===== config.mk =====
export PLATFORM = sky130hd
export DESIGN_NAME = dmem_lat
export DESIGN_NICKNAME = d
export VERILOG_FILES = /design/src/rtl/dmem_lat.sv
export SDC_FILE = /design/constraint.sdc
export NUM_CORES = 2
export LEC_CHECK = 0
export BUFFER_PORTS_ARGS = -buffer_cell sky130_fd_sc_hd__buf_2
export CORE_AREA = 2 2 388 390
export DETAILED_ROUTE_END_ITERATION = 7
export DIE_AREA = 0 0 390 392
export PLACE_DENSITY_LB_ADDON = 0.2
export SLEW_MARGIN = 30
export SYNTH_ARGS = -nofsm -noshare
export SYNTH_HDL_FRONTEND = slang
export SYNTH_SLANG_ARGS = --single-unit

===== constraint.sdc =====
create_clock -name clk -period 6.73 [get_ports clk]
set_input_delay 0.673 -clock clk [delete_from_list [all_inputs] [get_ports clk]]
set_output_delay 0.673 -clock clk [all_outputs]
set_load 0.05 [all_outputs]

===== src/rtl/dmem_lat.sv =====
// dmem_lat: word-organised data memory with configurable access latency,
// byte-enable writes and a busy/done stall handshake for the Memory stage.
// LATENCY=0 gives a single-cycle combinational-read memory; LATENCY>=1 uses an
// IDLE/WAIT FSM that captures the request and completes it LATENCY cycles later.
// Optional feature macro: DMEM_ALIGN_CHECK_EN adds the err port, suppresses
// misaligned writes and returns zero for misaligned reads.
module dmem_lat #(
  parameter int unsigned DEPTH   = 64,
  parameter int unsigned LATENCY = 2
) (
  input  logic        clk,
  input  logic        reset,
  input  logic        req,
  input  logic        we,
  input  logic [3:0]  be,
  input  logic [31:0] a,
  input  logic [31:0] wd,
  output logic [31:0] rd,
  output logic        done,
`ifdef DMEM_ALIGN_CHECK_EN
  output logic        err,
`endif
  output logic        busy
);

  localparam int unsigned AW = $clog2(DEPTH);

  // Storage is deliberately not reset.
  logic [31:0]   mem [DEPTH];
  logic [AW-1:0] idx;
  logic          mis;
  logic          unused_addr;

  assign idx = a[AW+1:2];

`ifdef DMEM_ALIGN_CHECK_EN
  assign mis         = |a[1:0];
  assign unused_addr = ^a[31:AW+2];
`else
  assign mis         = 1'b0;
  assign unused_addr = ^{a[31:AW+2], a[1:0]};
`endif

  // Stall request to the hazard unit; forced low while in reset.
  assign busy = req & ~done & ~reset;

  if (LATENCY == 0) begin : g_comb

    // Single-cycle access: completion and read data follow req directly.
    always_comb begin
      done = req & ~reset;
      rd   = 32'h0;
      if (done && !mis) begin
        rd = mem[idx];
      end
    end

`ifdef DMEM_ALIGN_CHECK_EN
    assign err = req & ~reset & mis;
`endif

    // Write commits on the edge ending the request cycle.
    always_ff @(posedge clk) begin
      if (req && we && !reset && !mis) begin
        for (int i = 0; i < 4; i++) begin
          if (be[i]) begin
            mem[idx][8*i +: 8] <= wd[8*i +: 8];
          end
        end
      end
    end

  end else begin : g_seq

    typedef enum logic [0:0] {StIdle, StWait} state_e;

    state_e        state_q, state_d;
    logic [3:0]    cnt_q, cnt_d;
    logic          accept;
    logic          we_q;
    logic [3:0]    be_q;
    logic [AW-1:0] idx_q;
    logic          mis_q;
    logic [31:0]   wd_q;

    // Control state; reset discards any access in flight.
    always_ff @(posedge clk or posedge reset) begin
      if (reset) begin
        state_q <= StIdle;
        cnt_q   <= 4'h0;
      end else begin
        state_q <= state_d;
        cnt_q   <= cnt_d;
      end
    end

    // Next state, down-counter and completion decode.
    always_comb begin
      state_d = state_q;
      cnt_d   = cnt_q;
      accept  = 1'b0;
      done    = 1'b0;
      unique case (state_q)
        StIdle: begin
          if (req) begin
            accept  = 1'b1;
            cnt_d   = 4'(LATENCY - 1);
            state_d = StWait;
          end
        end
        StWait: begin
          if (cnt_q != 4'h0) begin
            cnt_d = cnt_q - 4'h1;
          end else begin
            done    = 1'b1;
            state_d = StIdle;
          end
        end
        default: state_d = StIdle;
      endcase
    end

    // Request capture; live inputs are ignored until the FSM is back in IDLE.
    always_ff @(posedge clk) begin
      if (accept) begin
        we_q  <= we;
        be_q  <= be;
        idx_q <= idx;
        mis_q <= mis;
        wd_q  <= wd;
      end
    end

    // Read data comes from the captured address and only during done.
    always_comb begin
      rd = 32'h0;
      if (done && !mis_q) begin
        rd = mem[idx_q];
      end
    end

`ifdef DMEM_ALIGN_CHECK_EN
    assign err = done & mis_q;
`endif

    // Captured write commits on the edge ending the done cycle.
    always_ff @(posedge clk) begin
      if (done && we_q && !mis_q && !reset) begin
        for (int i = 0; i < 4; i++) begin
          if (be_q[i]) begin
            mem[idx_q][8*i +: 8] <= wd_q[8*i +: 8];
          end
        end
      end
    end

  end

endmodule


==> results.py <==
metrics = {
    "worst_hold_path": {
        "min_path_type": "primary input to flop",
        "holdPathStages": 1,
        "min_from": "wd[5]",
        "hold_end": "g_seq.wd_q[5]$_DFFE_PP_",
    },
    "synth": {
        "syn_avg_cell_area_sq_um": 21.4,
        "synth_nets": 3871,
        "synth-edff-count": 2091,
        "yosysTopAreaCell": "edfxtp_1",
        "synth-main-ff-cell": "edfxtp_1",
        "synth_seq_area_share_pct": 77.5,
        "ys_types": 59,
        "async_reset_ff_share_pct": 0.238,
        "synth_cells": 3798,
        "yosysWarningCount": 0,
        "synthTopCellsByArea": "edfxtp_1 (77%), mux4_2 (15%), mux2i_1 (1.4%), nor2_1 (1.3%), nand2_1 (0.97%)",
        "synthesis.area_sq_um": 81400,
        "yosysTopAreaCellShare_pct": 77.2,
        "synth_seq_cells": 2102,
    },
    "global_route": {
        "grt.overflow.total": 0,
        "grt_pass1_wl_um": 300000,
        "antenna_found_initial": 7,
        "track_usage_pct": 28.4,
        "grt_max_degree": 123,
        "grt_pass1_vias": 39500,
    },
    "sta": {
        "max_freq_mhz": 174,
        "final_max_slew_viol_count": 0,
        "finalCritPeriodShare_pct": 85.5,
        "rsz0062_at_grt": "no",
        "timing.final.crit_period_ps": 5760,
        "hold_viol": 0,
        "max_slew_margin_pct": 23.8,
        "tns_ps": 0,
        "worst_pin_slew_ps": 1140,
        "skew_ps": 36.4,
        "finalSetupViolCount": 0,
    },
    "finish": {
        "layout_common_cells": "edfxtp_1 (2091), mux4_2 (525), nor2_1 (241), clkbuf_16 (216), nand2_1 (207)",
        "nFillCells": 10300,
        "layout.nets": 4071,
        "postLayoutCoreUtil_pct": 61.1,
        "drive_gt1_share_pct": 25.4,
        "syn2layout_area_growth_pct": 11.8,
        "layout_commonest_cell": "edfxtp_1",
    },
    "power_and_ir_drop": {
        "switchingPower_uw": 8920,
        "powerDensity_nw_per_um2": 359,
        "ir_drop_mv": 0.329,
        "swShare_pct": 27.4,
        "p_int_uw": 23700,
        "combPwrFrac_pct": 19.5,
        "cellLeakagePower_uw": 0.0283,
        "pwr-share-seq_pct": 46.1,
        "pwr-share-clk_pct": 34.4,
    },
    "clock_tree": {
        "cts_tree": "built",
        "htree_num_levels": 4,
        "cts_buffers": 206,
        "path_clk_slew_ps": 60,
        "clockBufferDepth": 3,
        "root_buffer": "clkbuf_16",
        "clock_latency_ps": 860,
        "clock-sinks": 2102,
        "cts_resized": 0,
    },
    "flow_run": {
        "drv_cap": 0,
    },
    "detailed_routing": {
        "vias": 40100,
        "drt_iter0_drc": 5937,
        "routed_wl_um": 214000,
        "antenna_left": 0,
        "vias_per_cell": 6.56,
        "drt-wirelength-per-cell_um": 35.0,
        "dr.pass1.iters": 8,
        "drc": 26,
    },
    "status": {
        "status": "finished with violations",
        "failed_checks": "design-rule violations",
    },
    "critical_path": {
        "r2r_end": "mem[45][12]$_DFFE_PP_",
        "cp_max_fo": 10,
        "r2r-start": "g_seq.cnt_q[0]$_DFFE_PP0P_",
        "arrival_ps": 5080,
        "worstPathRequired_ps": 6060,
        "start_kind": "flop",
        "end_kind": "primary output",
        "crit_type": "flop to primary output",
        "regToRegSetupSlack_ps": 2770,
        "r2r_cells": 9,
    },
    "die": {
        "dieArea_sq_um": 153000,
        "die_w_um": 390,
        "start_util_pct": 54.7,
        "die_h_um": 392,
        "ios": 106,
        "coreArea_sq_um": 149000,
        "rows": 142,
    },
    "placement": {
        "io_buffers": 79,
        "gp_congestion": 0.863,
        "place_hpwl_um": 129000,
    },
}
-- per-stage QoR --
| step | area, sq um | worst slack [ps] | cells | power [uW] | hold WS [ps] |
|---|---|---|---|---|---|
| 6_report | 91000 | 975 | 6115 | 32600 | 37.8 |
| 2_1_floorplan | 81400 | 3270 | 3798 | 19400 | 462 |
| 3_5_place_dp | 84000 | 2050 | 5698 | 21600 | 508 |
| 5_1_grt | 90900 | 1080 | 6105 | 33500 | 18.6 |
| 3_3_place_gp | 83900 | 2090 | 5698 | 21600 | 496 |
| 4_1_cts | 90900 | 1110 | 6103 | 32700 | 0.158 |
-- metal layers --
layer  vias to the layer above  global-route usage, %  share of wire, %
met5                         -                  0.510              0.13
met3                       389                   7.33                11
met4                         8                   11.6               4.3
met2                      2244                   43.1                47
li1                      16200                      -                 -
met1                     21300                   39.7                38
-- power groups by stage --
stage,sequential [uW],combinational [uW],clock (uW)
2_1_floorplan,15400,4030,0
3_3_place_gp,15300,6290,0
3_5_place_dp,15300,6340,0
4_1_cts,15000,6370,11300
5_1_grt,15000,6640,11800
6_report,15000,6370,11200
-- synth_stat cells, drive strengths merged, types with 2 or more instances --
cell type	n
a2111oi	2
a211oi	9
a21boi	3
a21oi	31
a221o	2
a221oi	6
a22o	9
a22oi	43
a2bb2oi	5
a311o	2
a31oi	17
a32o	2
a32oi	12
and2	7
and3	9
and3b	3
buf	137
clkbuf	76
dfrtp	5
dfxtp	6
edfxtp	2091
inv	9
mux2	14
mux2i	115
mux4	525
nand2	211
nand2b	9
nand3	43
nand4	4
nor2	285
nor2b	20
nor3	6
nor3b	7
o2111ai	5
o211ai	8
o21ai	22
o221ai	6
o22ai	13
o31ai	4
or2	2
-- flip-flops by register name (all words and copies together) (netlist names), named ones only --
register,count
g_seq.be_q,4
g_seq.cnt_q,4
g_seq.idx_q,6
g_seq.state_q,1
g_seq.wd_q,32
g_seq.we_q,1
mem,2048
-- worst max path at each step --
| stage | start | endpoint | slack [ps] | cells past startpoint |
|---|---|---|---|---|
| finish | g_seq.cnt_q[0]$_DFFE_PP0P_ | rd[9] | 970 | 11 |
| global route | g_seq.cnt_q[0]$_DFFE_PP0P_ | rd[9] | 1080 | 11 |
| CTS | g_seq.cnt_q[0]$_DFFE_PP0P_ | rd[9] | 1110 | 11 |
| detailed placement | g_seq.cnt_q[0]$_DFFE_PP0P_ | rd[20] | 2050 | 11 |
| global placement | g_seq.cnt_q[0]$_DFFE_PP0P_ | rd[9] | 2090 | 11 |
| floorplan | flop | rd[22] | 3270 | 11 |
-- repair_timing --
action,in CTS,in global routing
hold buffers,36,0
setup buffers,0,0
endpoints found under the hold margin,40,0
-- final cells by class --
cell class	instances	area, sq um	area share [%]
clock inverter	102	881	0.968
clock buffer	267	5650	6.21
antenna	12	30.0	0.0330
sequential	2102	63100	69.3
inverter	10	42.5	0.0468
tap	1944	2430	2.67
multi-input combinational	1473	17300	19.0
timing repair buffer	205	1570	1.72
-- cells by family (layout without fill, tap and decap cells) --
kind of cell / count (synthesis) / count (layout) / share of synthesized area [%]
compound gates: 209 / 209 / 1.83
fa+ha+maj: 1 / 1 / 0.0154
other cells: 0 / 12 / 0
flops: 2102 / 2102 / 77.5
mux: 654 / 654 / 16.1
buf+inv: 223 / 584 / 1.44
xor+xnor: 1 / 1 / 0.0108
simple gates: 608 / 608 / 3.10
-- worst max-delay path, cell delays in order (launching register included) --
cell and delay, ps:
dfrtp_1 410, inv_1 70, ha_1 190, nand3_1 80, buf_4 230, inv_1 670
nand2_1 680, nor2_2 840, buf_4 350, o211ai_1 130, nand3_1 240, buf_2 310
Note: power is estimated with default switching activity, not from simulation.
